$ cat config.mk
export PLATFORM = sky130hd
export DESIGN_NAME = secded_stream_decoder
export DESIGN_NICKNAME = d
export VERILOG_FILES = /design/src/rtl/secded_pkg.sv /design/src/rtl/secded_syndrome_calc.sv /design/src/rtl/secded_stream_decoder.sv
export SDC_FILE = /design/constraint.sdc
export NUM_CORES = 1
export LEC_CHECK = 0
export CORE_MARGIN = 8
export CORE_UTILIZATION = 68
export CTS_BUF_LIST = sky130_fd_sc_hd__clkbuf_16
export DETAILED_ROUTE_END_ITERATION = 8
export DONT_BUFFER_PORTS = 1
export GPL_TIMING_DRIVEN = 0
export PLACE_DENSITY = 0.81
export SLEW_MARGIN = 40
export SYNTH_ARGS = -nofsm -noshare
export SYNTH_HDL_FRONTEND = slang
export SYNTH_HIERARCHICAL = 1
export SYNTH_SLANG_ARGS = --single-unit
$ cat constraint.sdc
create_clock -name clk -period 5.1 [get_ports clk]
set_input_delay 0.765 -clock clk [delete_from_list [all_inputs] [get_ports clk]]
set_output_delay 0.765 -clock clk [all_outputs]
set_load 0.02 [all_outputs]
$ cat src/rtl/secded_pkg.sv
`default_nettype none
// ============================================================================
// Module      : secded_pkg
// Description : Shared definitions for the Extended Hamming(13,8) SECDED
//               encoder/decoder pair: codeword geometry, bit-position tables,
//               syndrome function and error classification enum.
// Revision    : 1.0 - initial release
// ============================================================================
package secded_pkg;

  // Codeword geometry
  localparam int c_N       = 13;  // codeword bits including overall parity
  localparam int c_K       = 8;   // payload bits
  localparam int c_OVR_IDX = 12;  // overall-parity bit index

  // Position tables, element [i] is the 0-based codeword index
  localparam logic [7:0][3:0] c_DATA_POS = {4'd11, 4'd10, 4'd9, 4'd8,
                                            4'd6,  4'd5,  4'd4, 4'd2};
  localparam logic [3:0][3:0] c_PAR_POS  = {4'd7, 4'd3, 4'd1, 4'd0};

  // Syndrome coverage masks over codeword bits [12:0]
  localparam logic [12:0] c_S0_MASK = 13'h0555;  // bits 0,2,4,6,8,10
  localparam logic [12:0] c_S1_MASK = 13'h0666;  // bits 1,2,5,6,9,10
  localparam logic [12:0] c_S2_MASK = 13'h0878;  // bits 3,4,5,6,11
  localparam logic [12:0] c_S3_MASK = 13'h0F80;  // bits 7..11

  typedef enum logic [1:0] {
    CLEAN  = 2'd0,
    CORR   = 2'd1,
    UNCORR = 2'd2
  } err_class_t;

  // Hamming syndrome; its value is the 1-based position of a single error
  function automatic logic [3:0] calc_syndrome(input logic [12:0] cw);
    calc_syndrome = {^(cw & c_S3_MASK), ^(cw & c_S2_MASK),
                     ^(cw & c_S1_MASK), ^(cw & c_S0_MASK)};
  endfunction

endpackage
`default_nettype wire

$ cat src/rtl/secded_syndrome_calc.sv
`default_nettype none
// ============================================================================
// Module      : secded_syndrome_calc
// Description : Combinational syndrome and overall-parity generator for one
//               13-bit Extended Hamming(13,8) codeword.
// Ports       : codeword [12:0] in  - received codeword
//               syndrome [3:0]  out - raw Hamming syndrome
//               pe              out - overall parity error (XOR of all bits)
// Revision    : 1.0 - initial release
// ============================================================================
module secded_syndrome_calc
  import secded_pkg::*;
(
  input  logic [c_N-1:0] codeword,
  output logic [3:0]     syndrome,
  output logic           pe
);

  assign syndrome = calc_syndrome(codeword);
  assign pe       = ^codeword;

endmodule
`default_nettype wire

$ cat src/rtl/secded_stream_decoder.sv
`default_nettype none
// ============================================================================
// Module      : secded_stream_decoder
// Description : Two-stage streaming SECDED decoder for the 40-bit padded
//               Extended Hamming(13,8) codeword bus. Corrects single errors,
//               flags uncorrectable beats, keeps saturating error counters
//               and a sticky capture of the first uncorrectable beat.
// Ports       : clk, rst_n (async, active-low)
//               s_valid/s_ready/s_codeword[39:0]/s_tag  - input stream
//               m_valid/m_ready/m_data/m_tag             - output stream
//               m_err_corr/m_err_uncorr/m_syndrome       - per-beat status
//               clr_counts                               - clear stats
//               corr_count/uncorr_count                  - saturating counts
//               first_err_valid/_tag/_syndrome           - sticky capture
// Config      : `define SECDED_PAD_CHECK_EN makes any nonzero padding bit in
//               s_codeword[39:13] mark the beat uncorrectable.
// Revision    : 1.0 - initial release
// ============================================================================
module secded_stream_decoder
  import secded_pkg::*;
#(
  parameter int DATA_WIDTH = 8,
  parameter int TAG_WIDTH  = 4,
  parameter int CNT_WIDTH  = 16
) (
  input  logic                  clk,
  input  logic                  rst_n,
  input  logic                  s_valid,
  output logic                  s_ready,
  input  logic [39:0]           s_codeword,
  input  logic [TAG_WIDTH-1:0]  s_tag,
  output logic                  m_valid,
  input  logic                  m_ready,
  output logic [DATA_WIDTH-1:0] m_data,
  output logic [TAG_WIDTH-1:0]  m_tag,
  output logic                  m_err_corr,
  output logic                  m_err_uncorr,
  output logic [3:0]            m_syndrome,
  input  logic                  clr_counts,
  output logic [CNT_WIDTH-1:0]  corr_count,
  output logic [CNT_WIDTH-1:0]  uncorr_count,
  output logic                  first_err_valid,
  output logic [TAG_WIDTH-1:0]  first_err_tag,
  output logic [3:0]            first_err_syndrome
);

  if (DATA_WIDTH != c_K) begin : g_bad_width
    $error("secded_stream_decoder: DATA_WIDTH must be 8");
  end

  localparam logic [CNT_WIDTH-1:0] c_CNT_MAX = '1;

  // Stage 1
  logic                 r_s1_valid;
  logic [c_N-1:0]       r_s1_cw;
  logic [TAG_WIDTH-1:0] r_s1_tag;
  logic [3:0]           r_s1_syn;
  logic                 r_s1_pe;
  logic [3:0]           w_syn;
  logic                 w_pe;

  // Stage 2 / outputs
  logic                  r_m_valid;
  logic [DATA_WIDTH-1:0] r_m_data;
  logic [TAG_WIDTH-1:0]  r_m_tag;
  logic                  r_m_err_corr;
  logic                  r_m_err_uncorr;
  logic [3:0]            r_m_syn;

  // Statistics
  logic [CNT_WIDTH-1:0] r_corr_count;
  logic [CNT_WIDTH-1:0] r_uncorr_count;
  logic                 r_fe_valid;
  logic [TAG_WIDTH-1:0] r_fe_tag;
  logic [3:0]           r_fe_syn;

  logic                  w_s2_ready;
  logic                  w_accept;
  err_class_t            w_class;
  logic [c_N-1:0]        w_flip;
  logic [c_N-1:0]        w_fixed;
  logic [DATA_WIDTH-1:0] w_data;
  logic                  w_unused_par;
  logic                  w_unused_pad;

  // Stage 2 can take a new beat when empty or when its beat leaves this cycle;
  // stage 1 advances exactly then, so it can also refill in the same cycle.
  assign w_s2_ready = !r_m_valid || m_ready;
  assign s_ready    = !r_s1_valid || w_s2_ready;
  assign w_accept   = r_m_valid && m_ready;

  secded_syndrome_calc u_syndrome_calc (
    .codeword (s_codeword[c_N-1:0]),
    .syndrome (w_syn),
    .pe       (w_pe)
  );

`ifdef SECDED_PAD_CHECK_EN
  logic r_s1_pad_err;
  assign w_unused_pad = 1'b0;
`else
  assign w_unused_pad = ^s_codeword[39:c_N];
`endif

  always_ff @(posedge clk or negedge rst_n) begin
    if (!rst_n) begin
      r_s1_valid <= 1'b0;
      r_s1_cw    <= '0;
      r_s1_tag   <= '0;
      r_s1_syn   <= '0;
      r_s1_pe    <= 1'b0;
`ifdef SECDED_PAD_CHECK_EN
      r_s1_pad_err <= 1'b0;
`endif
    end else if (s_ready) begin
      r_s1_valid <= s_valid;
      if (s_valid) begin
        r_s1_cw  <= s_codeword[c_N-1:0];
        r_s1_tag <= s_tag;
        r_s1_syn <= w_syn;
        r_s1_pe  <= w_pe;
`ifdef SECDED_PAD_CHECK_EN
        r_s1_pad_err <= |s_codeword[39:c_N];
`endif
      end
    end
  end

  // Classification and correction mask. A syndrome of 13..15 with odd parity
  // points outside the codeword, so it is treated as uncorrectable.
  always_comb begin
    w_class = CLEAN;
    w_flip  = '0;
    if (r_s1_pe) begin
      if (r_s1_syn == 4'd0) begin
        w_class            = CORR;
        w_flip[c_OVR_IDX]  = 1'b1;
      end else if (r_s1_syn <= 4'd12) begin
        w_class = CORR;
        for (int i = 0; i < c_N - 1; i++) begin
          if (r_s1_syn == 4'(i + 1)) w_flip[i] = 1'b1;
        end
      end else begin
        w_class = UNCORR;
      end
    end else if (r_s1_syn != 4'd0) begin
      w_class = UNCORR;
    end
`ifdef SECDED_PAD_CHECK_EN
    if (r_s1_pad_err) begin
      w_class = UNCORR;
      w_flip  = '0;
    end
`endif
  end

  assign w_fixed = r_s1_cw ^ w_flip;

  for (genvar i = 0; i < DATA_WIDTH; i++) begin : g_data
    assign w_data[i] = w_fixed[c_DATA_POS[i]];
  end

  // Corrected parity bits are not forwarded downstream
  assign w_unused_par = ^{w_fixed[c_PAR_POS[0]], w_fixed[c_PAR_POS[1]],
                          w_fixed[c_PAR_POS[2]], w_fixed[c_PAR_POS[3]],
                          w_fixed[c_OVR_IDX]};

  always_ff @(posedge clk or negedge rst_n) begin
    if (!rst_n) begin
      r_m_valid      <= 1'b0;
      r_m_data       <= '0;
      r_m_tag        <= '0;
      r_m_err_corr   <= 1'b0;
      r_m_err_uncorr <= 1'b0;
      r_m_syn        <= '0;
    end else if (w_s2_ready) begin
      r_m_valid <= r_s1_valid;
      if (r_s1_valid) begin
        r_m_data       <= w_data;
        r_m_tag        <= r_s1_tag;
        r_m_err_corr   <= (w_class == CORR);
        r_m_err_uncorr <= (w_class == UNCORR);
        r_m_syn        <= r_s1_syn;
      end
    end
  end

  // Statistics update on output acceptance; a clear drops same-cycle updates
  always_ff @(posedge clk or negedge rst_n) begin
    if (!rst_n) begin
      r_corr_count   <= '0;
      r_uncorr_count <= '0;
      r_fe_valid     <= 1'b0;
      r_fe_tag       <= '0;
      r_fe_syn       <= '0;
    end else if (clr_counts) begin
      r_corr_count   <= '0;
      r_uncorr_count <= '0;
      r_fe_valid     <= 1'b0;
      r_fe_tag       <= '0;
      r_fe_syn       <= '0;
    end else if (w_accept) begin
      if (r_m_err_corr && (r_corr_count != c_CNT_MAX))
        r_corr_count <= r_corr_count + 1'b1;
      if (r_m_err_uncorr && (r_uncorr_count != c_CNT_MAX))
        r_uncorr_count <= r_uncorr_count + 1'b1;
      if (r_m_err_uncorr && !r_fe_valid) begin
        r_fe_valid <= 1'b1;
        r_fe_tag   <= r_m_tag;
        r_fe_syn   <= r_m_syn;
      end
    end
  end

  assign m_valid            = r_m_valid;
  assign m_data             = r_m_data;
  assign m_tag              = r_m_tag;
  assign m_err_corr         = r_m_err_corr;
  assign m_err_uncorr       = r_m_err_uncorr;
  assign m_syndrome         = r_m_syn;
  assign corr_count         = r_corr_count;
  assign uncorr_count       = r_uncorr_count;
  assign first_err_valid    = r_fe_valid;
  assign first_err_tag      = r_fe_tag;
  assign first_err_syndrome = r_fe_syn;

endmodule
`default_nettype wire

### Word level (Yosys, flattened, before mapping)

Index checks and enable logic that the tools add are counted.

* add/subtract/negate cells: 2
* $lt $le $gt $ge: 1
* equality and inequality tests: 16
* muxes and demuxes: 34
* bitwise gates (word level): 1
* reduce and logical (&&, ||, !) cells: 25

Operator list (number)
* $mux 16: 6
* $reduce_xor 13->1: 5
* $mux 12: 3
* $add 16x1->16 const B: 2
* $ne 16x16->1 const B: 2
* $mux 4: 6
* $eq 4x4->1 const B: 5
* $eq 4x3->1 const B: 4
* $mux 1: 15
* $xor 12x12->12: 1
* $reduce_and 2->1: 5
* $eq 4x2->1 const B: 2
* $mux 2: 4
* $reduce_bool 2->1: 4
* $eq 4x1->1 const B: 1
* $le 4x4->1 const B: 1
* $logic_and 1x1->1: 4
* $logic_not 4->1: 1
* $reduce_bool 4->1: 1
* $logic_not 1->1: 3
* $eq 2x1->1 const B: 1
* $eq 2x2->1 const B: 1
* $logic_or 1x1->1: 2

* register bits after elaboration: 82
* input port bits: 49
* output and inout port bits: 61
* word-level logic and storage cells: 95

### Logic depth before layout (Yosys ltp)

Gate-level depths: netlist of run 1.

* depth in word-level cells: 6
* depth in mapped cells: 6
* mapped depth without buffers: 5

### Hierarchy

Netlist of run 1, hierarchy kept.

By module, submodules not included
* secded_stream_decoder: times used 1, cells an instance 360, area each 3711.1 µm²
* secded_syndrome_calc: times used 1, cells an instance 19, area each 209.0 µm²

### Worst setup path before layout of run 1

Ideal clock, no wire load.

* kind: input to register
* from: input port m_ready
* to: register r_s1_cw[11]
* arrival: 2.087 ns
* required time: 4.975 ns
* setup slack: 2.888 ns
* stages: 4
* path buffers: 1
* cell sequence: nand3b_1 nand2_1 clkbuf_1 mux2_2

* cells in the longest elaborated chain, start to end: 3

RTL lines
* start: declaration: RTL line secded_stream_decoder.sv:33 `input logic m_ready,`
* $logic_or 1x1->1: RTL line secded_stream_decoder.sv:88 `assign w_s2_ready = !r_m_valid || m_ready;`
* $logic_or 1x1->1: RTL line secded_stream_decoder.sv:89 `assign s_ready = !r_s1_valid || w_s2_ready;`
* $reduce_and 2->1 (no line)
* end signal: assignment: RTL line secded_stream_decoder.sv:118 `r_s1_cw <= s_codeword[c_N-1:0];`
* end: declaration: RTL line secded_stream_decoder.sv:55 `logic [c_N-1:0] r_s1_cw;`

No other way between the ends.
A chain may end at the register's enable or synchronous reset.

### Final worst setup path of run 1

* from: register r_m_valid, in the netlist m_valid
* to: register r_s1_cw[8]

* cells in the longest elaborated chain, start to end: 4

RTL lines
* start: declaration: RTL line secded_stream_decoder.sv:63 `logic r_m_valid;`
* start signal: assignment: RTL line secded_stream_decoder.sv:177 `r_m_valid <= r_s1_valid;`
* $logic_not 1->1: RTL line secded_stream_decoder.sv:88
* $logic_or 1x1->1: RTL line secded_stream_decoder.sv:88
* $logic_or 1x1->1: RTL line secded_stream_decoder.sv:89
* via s_ready: RTL line secded_stream_decoder.sv:29 `output logic s_ready,`
* $reduce_and 2->1 (no line)

The timed path passes the listed nets, and every way through them passes these cells.

==> metrics.log, run 1 <==
[metrics] IO Pins: 110
[metrics] Synth area leader: dfrtp_1
[metrics] total clock sinks: 78
[metrics] number of nets in the layout: 441
[metrics] Setup Buffers After CTS: 0
[metrics] per-instance average area after synthesis: 10.3 µm²
[metrics] post-synthesis sequential area ratio: 0.498
[metrics] number of global-route vias before repair: 2,915
[metrics] prevailing post-synth register cell: dfrtp_1
[metrics] count of maximum capacitance violations: 0
[metrics] PnR worst setup slack: 2.72 ns
[metrics] netlist area before placement: 0.00392 mm²
[metrics] sum of overflow across all layers after global routing: 0
[metrics] count of final max-slew check failures: 0
[metrics] Die H: 91.9 µm
[metrics] worst slack at placement: 2.55 ns
[metrics] highest ir drop seen on vdd: 320 µV
[metrics] relative slew slack: 0.479
[metrics] number of detailed-route iterations in the first pass: 4
[metrics] root buffer cell: clkbuf_16
[metrics] maximum number of pins on one net before global-route repair: 79
[metrics] clock input transition at the sequential cells of the worst setup and hold paths: 0.06 ns
[metrics] crit path max fanout: 10
[metrics] total met2 wirelength after detailed routing: 4360 µm
[metrics] most frequent cell after synthesis: dfrtp_1
[metrics] Pwr Density: 421 mW/mm²
[metrics] combined area of the multi-input logic cells: 0.00190 mm²
[metrics] antenna viol nets, final: 0
[metrics] maximum clock path buffer count: 2
[metrics] synth unique cells: 34
[metrics] DR iter-0 viols: 142
[metrics] post-route setup TNS: 0 ns
[metrics] Reg area: 0.00195 mm²
[metrics] post-layout min period: 2.38 ns
[metrics] net count after synthesis: 430
[metrics] number of port buffers: 0
[metrics] starting density of the core: 0.708
[metrics] Core ar.: 0.00554 mm²
[metrics] Via-to-Cell Ratio: 6.36
[metrics] met3 wire length: 794 µm
[metrics] crit path max-delay cell type: dfrtp_1
[metrics] overall die area: 0.00845 mm²
[metrics] average detailed-routed wire length per instance: 18.9 µm
[metrics] worst hold-check path type: input pin to async pin
[metrics] Site Rows: 27
[metrics] clock latency on the worst-skew pair: 0.33 ns
[metrics] share of Yosys cell area claimed by the top area cell type: 0.498
[metrics] number of hold violations in the final report: 0
[metrics] worst path bufs/invs: 1
[metrics] final routed DRC violation total: 0
[metrics] RSZ-0062 raised after global routing: no
[metrics] hold_buf cts: 0
[metrics] wire length of the first global-routing pass: 14,700 µm
[metrics] Tcrit/Tclk final: 0.467
[metrics] number of instances in the synthesized netlist: 379
[metrics] cell type group with the largest total delay on the critical path: simple AND/OR/NAND/NOR gates
[metrics] most used standard cells in the synthesized netlist: dfrtp_1, nand2_1, a21oi_1, o21ai_0, mux2_2
[metrics] status: completed
[metrics] Synth async-reset ratio: 1.00
[metrics] Fillers: 366
[metrics] Worst Path Arrival: 2.60 ns
[metrics] clock tree from TritonCTS: built
[metrics] pin slew with the least headroom to its limit: 0.775 ns
[metrics] number of resized instances in the post-cts repair step: 0
[metrics] Static Leak: 1.68 nW
[metrics] synthesis warning total: 6
[metrics] Worst Setup Path Type: flip-flop to flip-flop
[metrics] Req. time, crit path: 5.32 ns
[metrics] Peak Freq: 420 MHz
[metrics] number of flops mapped to enable cells by yosys: 0
[metrics] cells taking the most area after synthesis: dfrtp_1, mux2_2, xnor2_1
[metrics] gpl congestion: 0.810
[metrics] die outline width: 91.9 µm
[metrics] detailed placement HPWL: 6340 µm
[metrics] Inserted Clock Buffers: 9
[metrics] antenna violations before repair: 0
[metrics] overall track demand over capacity in global routing: 0.216
[metrics] deepest level of the CTS H-tree: 3
[metrics] share of layout cells above drive strength 1: 0.139
[metrics] Post-Route Skew: 0.00461 ns
[metrics] length of routed wiring on met1: 3530 µm
[metrics] largest stage delay on the critical path: 0.59 ns
[metrics] Area Overhead vs Synth: 10.2%
[metrics] CP Cell Sequence: nand3b_1, nand2_1, clkbuf_1, mux2_2
[metrics] DR top layer: met4
[metrics] sort of element at the end of the critical path: flip-flop
[metrics] type of origin of the critical path: flip-flop
[metrics] via count: 2,972
[metrics] total wirelength of the detailed-routed design: 8830 µm
[metrics] Setup-failing EPs final: 0
[metrics] antenna cells: 0
[metrics] number of flip-flops and latches in the synthesized netlist: 78
[power breakdown]
part	internal, mW	switching, mW	leakage [nW]
sequential	0.721	0.207	1.00
clock	0.385	0.263	0.143
combinational	0.128	0.118	0.538
[logic make-up after synthesis]
group | share of synthesized area
multiplexers | 0.0833
AO/OA/AOI/OAI | 0.113
buffers and inverters | 0.0198
flip-flops | 0.498
AND/OR/NAND/NOR | 0.208
XOR/XNOR | 0.0712
adder cells (fa/ha/maj) | 0.00638
[cell type report]
class / instances / area share
flip-flops and latches: 78 / 0.452
multi-input cells: 284 / 0.439
clock buffers: 9 / 0.0521
well taps: 72 / 0.0209
clock inverters: 7 / 0.0185
plain buffers: 14 / 0.0153
inverters: 3 / 0.00261
[sequential cells by signal, indices dropped and copies added (netlist names)]
| signal | cells |
|---|---|
| corr_count | 16 |
| uncorr_count | 16 |
| m_data | 8 |
| r_s1_cw | 8 |
| first_err_syndrome | 4 |
| first_err_tag | 4 |
| m_syndrome | 4 |
| m_tag | 4 |
| r_s1_syn | 4 |
| r_s1_tag | 4 |
| first_err_valid | 1 |
| m_err_corr | 1 |
| m_err_uncorr | 1 |
| m_valid | 1 |
| r_s1_pe | 1 |
| r_s1_valid | 1 |
[metrics by stage]
| stage | instance area, µm² | total power, mW | hold slack, ns | utilization | instances |
|---|---|---|---|---|---|
| finish | 4320 | 1.82 | 0.124 | 0.780 | 467 |
| floorplan | 3920 | 1.10 | 0.457 | - | 379 |
| global placement | 4010 | 1.17 | 0.462 | 0.724 | 451 |
| CTS | 4320 | 1.84 | 0.116 | 0.779 | 467 |
| global route | 4320 | 1.91 | 0.108 | 0.780 | 467 |
| detailed placement | 4010 | 1.18 | 0.471 | 0.724 | 451 |
[routing by layer]
layer	vias to the layer above	track usage
li1	1421	-
met1	1445	0.254
met2	91	0.352
met3	15	0.0815
met4	0	0.0832
met5	-	0
[cell usage in the layout, fill, tap and decap left out, types with 3 or more instances in the layout]
master     Yosys  layout
dfrtp_1       78      78
and4_1         4       4
nand3b_1       5       5
a21oi_1       30      30
or4_1         18      18
nand3_1       12      12
nor2_1        14      14
inv_1          3       3
or3_1          8       8
nand4_1       11      11
inv_6          0       3
mux2_2        29      29
nand2_1       37      37
xnor2_1       20      20
nor3_1         6       5
clkbuf_16      0       9
clkbuf_1       9       9
buf_2          3       3
xor2_1         3       3
o31ai_1       19      19
and3_1         4       4
nand2b_1      13      13
nor2b_1        4       4
o21ai_0       30      30
nor4_1         4       4
[final timing paths]
| path | startpoint | end | slack, ns | depth (start not counted) |
|---|---|---|---|---|
| worst min-delay path | rst_n | corr_count[11] | 0.12 | 0 |
| max in group asynchronous | rst_n | first_err_tag[0] | 4.86 | 0 |
| min in group clk | r_s1_valid | m_valid | 0.49 | 1 |
| worst min register to register | r_s1_valid | m_valid | 0.49 | 1 |
| worst max-delay path | m_valid | r_s1_cw[8] | 2.72 | 4 |
| worst max register to register | m_valid | r_s1_cw[8] | 2.72 | 4 |
No activity file was read; power rests on OpenSTA's default activity.
==> run 2: changes to the inputs <==
--- a/config.mk
+++ b/config.mk
@@ -6,12 +6,12 @@
 export NUM_CORES = 1
 export LEC_CHECK = 0
 export CORE_MARGIN = 8
-export CORE_UTILIZATION = 68
+export CORE_UTILIZATION = 57
 export CTS_BUF_LIST = sky130_fd_sc_hd__clkbuf_16
 export DETAILED_ROUTE_END_ITERATION = 8
 export DONT_BUFFER_PORTS = 1
 export GPL_TIMING_DRIVEN = 0
-export PLACE_DENSITY = 0.81
+export PLACE_DENSITY = 0.72
 export SLEW_MARGIN = 40
 export SYNTH_ARGS = -nofsm -noshare
 export SYNTH_HDL_FRONTEND = slang
==> constraint.sdc (replaced) <==
create_clock -name clk -period 1.9 [get_ports clk]
set_input_delay 0.285 -clock clk [delete_from_list [all_inputs] [get_ports clk]]
set_output_delay 0.285 -clock clk [all_outputs]
set_load 0.02 [all_outputs]
==> run 2 against run 1 <==
The run now ends with hold timing, setup timing left. Largest power group unchanged. Flip-flop and latch count unchanged. Highest routed layer unchanged. Final cell count increased by 4.1%. Core utilization decreased by 8.7 points.
==> metrics.log, run 2 (synthesis results as in run 1) <==
[metrics] Worst Setup Path Type: flip-flop to flip-flop
[metrics] PnR worst setup slack: -0.0292 ns (-2.75 ns)
[metrics] worst hold-check path type: input pin to async pin
[metrics] GR met1 Demand/Resource: 0.238 (-0.0162)
[metrics] part of the power in combinational logic: 0.141 (+0.006)
[metrics] maximum clock path buffer count: 2 (unchanged)
[metrics] Post-Route Skew: 0.00683 ns (+0.00222 ns)
[metrics] total clock sinks: 78 (unchanged)
[metrics] gr busiest metal: met2
[metrics] Area Overhead vs Synth: 18.8%
[metrics] Die H: 98.9 µm (+7.6%)
[metrics] type of origin of the critical path: flip-flop
[metrics] violations in the final reports: hold timing, setup timing
[metrics] Via-to-Cell Ratio: 6.28 (-1.3%)
[metrics] detailed placement HPWL: 6330 µm (-0.29%)
[metrics] RSZ-0062 raised after global routing: yes
[metrics] number of detailed-route iterations in the first pass: 5 (+1)
[metrics] Core ar.: 0.00672 mm² (+21%)
[metrics] total wirelength of the detailed-routed design: 9570 µm (+8.4%)
[metrics] count of maximum capacitance violations: 0 (unchanged)
[metrics] clock tree from TritonCTS: built
[metrics] average detailed-routed wire length per instance: 19.7 µm (+4.1%)
[metrics] Reg area: 0.00199 mm² (+1.7%)
[metrics] Peak Freq: 518 MHz (+24%)
[metrics] antenna viol nets, final: 0 (unchanged)
[metrics] final routed DRC violation total: 0 (unchanged)
[metrics] worst slack at placement: -0.406 ns (-2.96 ns)
[metrics] worst hold slack across all endpoints: -0.357 ns (-0.482 ns)
[metrics] crit path max fanout: 6 (-4)
[metrics] Fillers: 485 (+33%)
[metrics] internal power: 3.34 mW (+170%)
[metrics] overall die area: 0.00979 mm² (+16%)
[metrics] switching power summed over all nets: 1.61 mW (+170%)
[metrics] IO Pins: 110 (unchanged)
[metrics] antenna cells: 0 (unchanged)
[metrics] share of layout cells above drive strength 1: 0.298 (+0.159)
[metrics] commonest non-fill, non-tap cell in the layout: dfrtp_1
[metrics] starting density of the core: 0.583 (-0.124)
[metrics] number of global-route vias before repair: 2,998 (+2.8%)
[metrics] relative slew slack: 0.629 (+0.150)
[metrics] Clock Power Share: 0.353 (-0.003)
[metrics] status: complete, but fails checks
[metrics] number of hold violations in the final report: 78 (+78)
[metrics] post-layout min period: 1.93 ns (-0.454 ns)
[metrics] root buffer cell: clkbuf_16
[metrics] DR iter-0 viols: 103 (-27%)
[metrics] number of port buffers: 0 (unchanged)
[metrics] clock input transition at the sequential cells of the worst setup and hold paths: 0.06 ns (about the same)
[metrics] Site Rows: 30 (+11%)
[metrics] Worst Path Arrival: 2.18 ns (-0.42 ns)
[metrics] power consumption: 4.95 mW (+170%)
[metrics] antenna violations before repair: 0 (unchanged)
[metrics] Setup-failing EPs final: 3 (+3)
[metrics] highest ir drop seen on vdd: 995 µV (+210%)
[metrics] post-route setup TNS: -0.0450 ns (-0.0450 ns)
[metrics] Req. time, crit path: 2.15 ns (-3.17 ns)
[metrics] die outline width: 98.9 µm (+7.6%)
[metrics] sequential share of power: 0.506 (-0.004)
[metrics] overall track demand over capacity in global routing: 0.198 (-0.0180)
[metrics] deepest level of the CTS H-tree: 3 (unchanged)
[metrics] via count: 3,054 (+2.8%)
[metrics] number of nets in the layout: 452 (+2.5%)
[metrics] Tcrit/Tclk final: 1.02 (+0.548)
[metrics] met2 Resource Use GR: 0.308 (-0.0445)
[metrics] Inserted Clock Buffers: 9 (unchanged)
[metrics] sort of element at the end of the critical path: flip-flop
[metrics] most used cells in the layout excluding fill and tap cells: dfrtp_1, nand2_1, o21ai_0, mux2_2, dfrtp_2
[metrics] maximum number of pins on one net before global-route repair: 79 (unchanged)
[metrics] met3 track demand over resource: 0.0796 (-0.00187)
[metrics] count of final max-slew check failures: 0 (unchanged)
[metrics] Pwr Density: 1060 mW/mm² (+150%)
[metrics] gpl congestion: 0.827 (+2.1%)
[metrics] combined area of the multi-input logic cells: 0.00207 mm² (+9.4%)
[metrics] Static Leak: 1.76 nW (+4.7%)
[metrics] sum of overflow across all layers after global routing: 0 (unchanged)
[metrics] proportion of total power due to net switching: 0.325 (+0.00268)
[metrics] clock latency on the worst-skew pair: 0.33 ns (about the same)
[metrics] pin slew with the least headroom to its limit: 0.557 ns (-0.217 ns)
[metrics] wire length of the first global-routing pass: 15,600 µm (+6.1%)
==> run 2: worst paths after layout <==
check	start	end	slack [ns]	cells after the start
max reg2reg	uncorr_count[6]	uncorr_count[11]	-0.03	5
min	rst_n	uncorr_count[9]	-0.36	0
min reg2reg	r_s1_valid	m_valid	0.49	1
max in group asynchronous	rst_n	uncorr_count[1]	2.11	0
max	uncorr_count[6]	uncorr_count[11]	-0.03	5
min in group clk	s_valid	r_s1_valid	0.07	1
==> run 2: area by class of cell <==
type                       instances  area share
multi-input combinational        284       0.445
sequential                        78       0.426
clock buffer                       9      0.0483
tap                               80      0.0215
timing repair buffer              11      0.0204
buffer                            14      0.0185
clock inverter                     7      0.0172
inverter                           3     0.00242
==> run 2: metrics by stage <==
stage / instance area, µm² / cells / util
after detailed placement: 4030 / 459 / 0.599
final: 4660 / 486 / 0.693
after floorplan: 3930 / 379 / -
after global routing: 4660 / 486 / 0.693
after global placement: 4030 / 459 / 0.599
after CTS: 4480 / 480 / 0.666
==> run 2: critical path, cell delays in order (launching register included) <==
cell and delay [ns]:
dfrtp_2 0.49, nand2_1 0.10, or4_4 0.56, buf_6 0.15, or4_1 0.42, a21oi_2 0.14
==> run 2: timing repair <==
| item | 4_1_cts | 5_1_grt |
|---|---|---|
| cloned | 1 | 0 |
| hold endpoints to repair | 78 | 78 |
| pin swaps | 14 | 14 |
| endpoints found under the setup margin | 41 | 34 |
| setup buffers | 4 | 7 |
| gates resized for setup | 33 | 36 |
==> run 2: power groups by stage <==
| stage | Clock, mW | Sequential (mW) | Combinational, mW |
|---|---|---|---|
| global route | 1.84 | 2.56 | 0.780 |
| global placement | 0 | 2.51 | 0.635 |
| detailed placement | 0 | 2.52 | 0.661 |
| finish | 1.75 | 2.51 | 0.699 |
| floorplan | 0 | 2.40 | 0.556 |
| CTS | 1.77 | 2.51 | 0.700 |
==> run 2: per-layer routing <==
layer	wire length, µm	part of all wire	up-vias
met1	3800	0.40	1489
met4	144	0.015	0
met2	4700	0.49	107
met3	917	0.096	16
met5	0	0	-
li1	-	-	1442
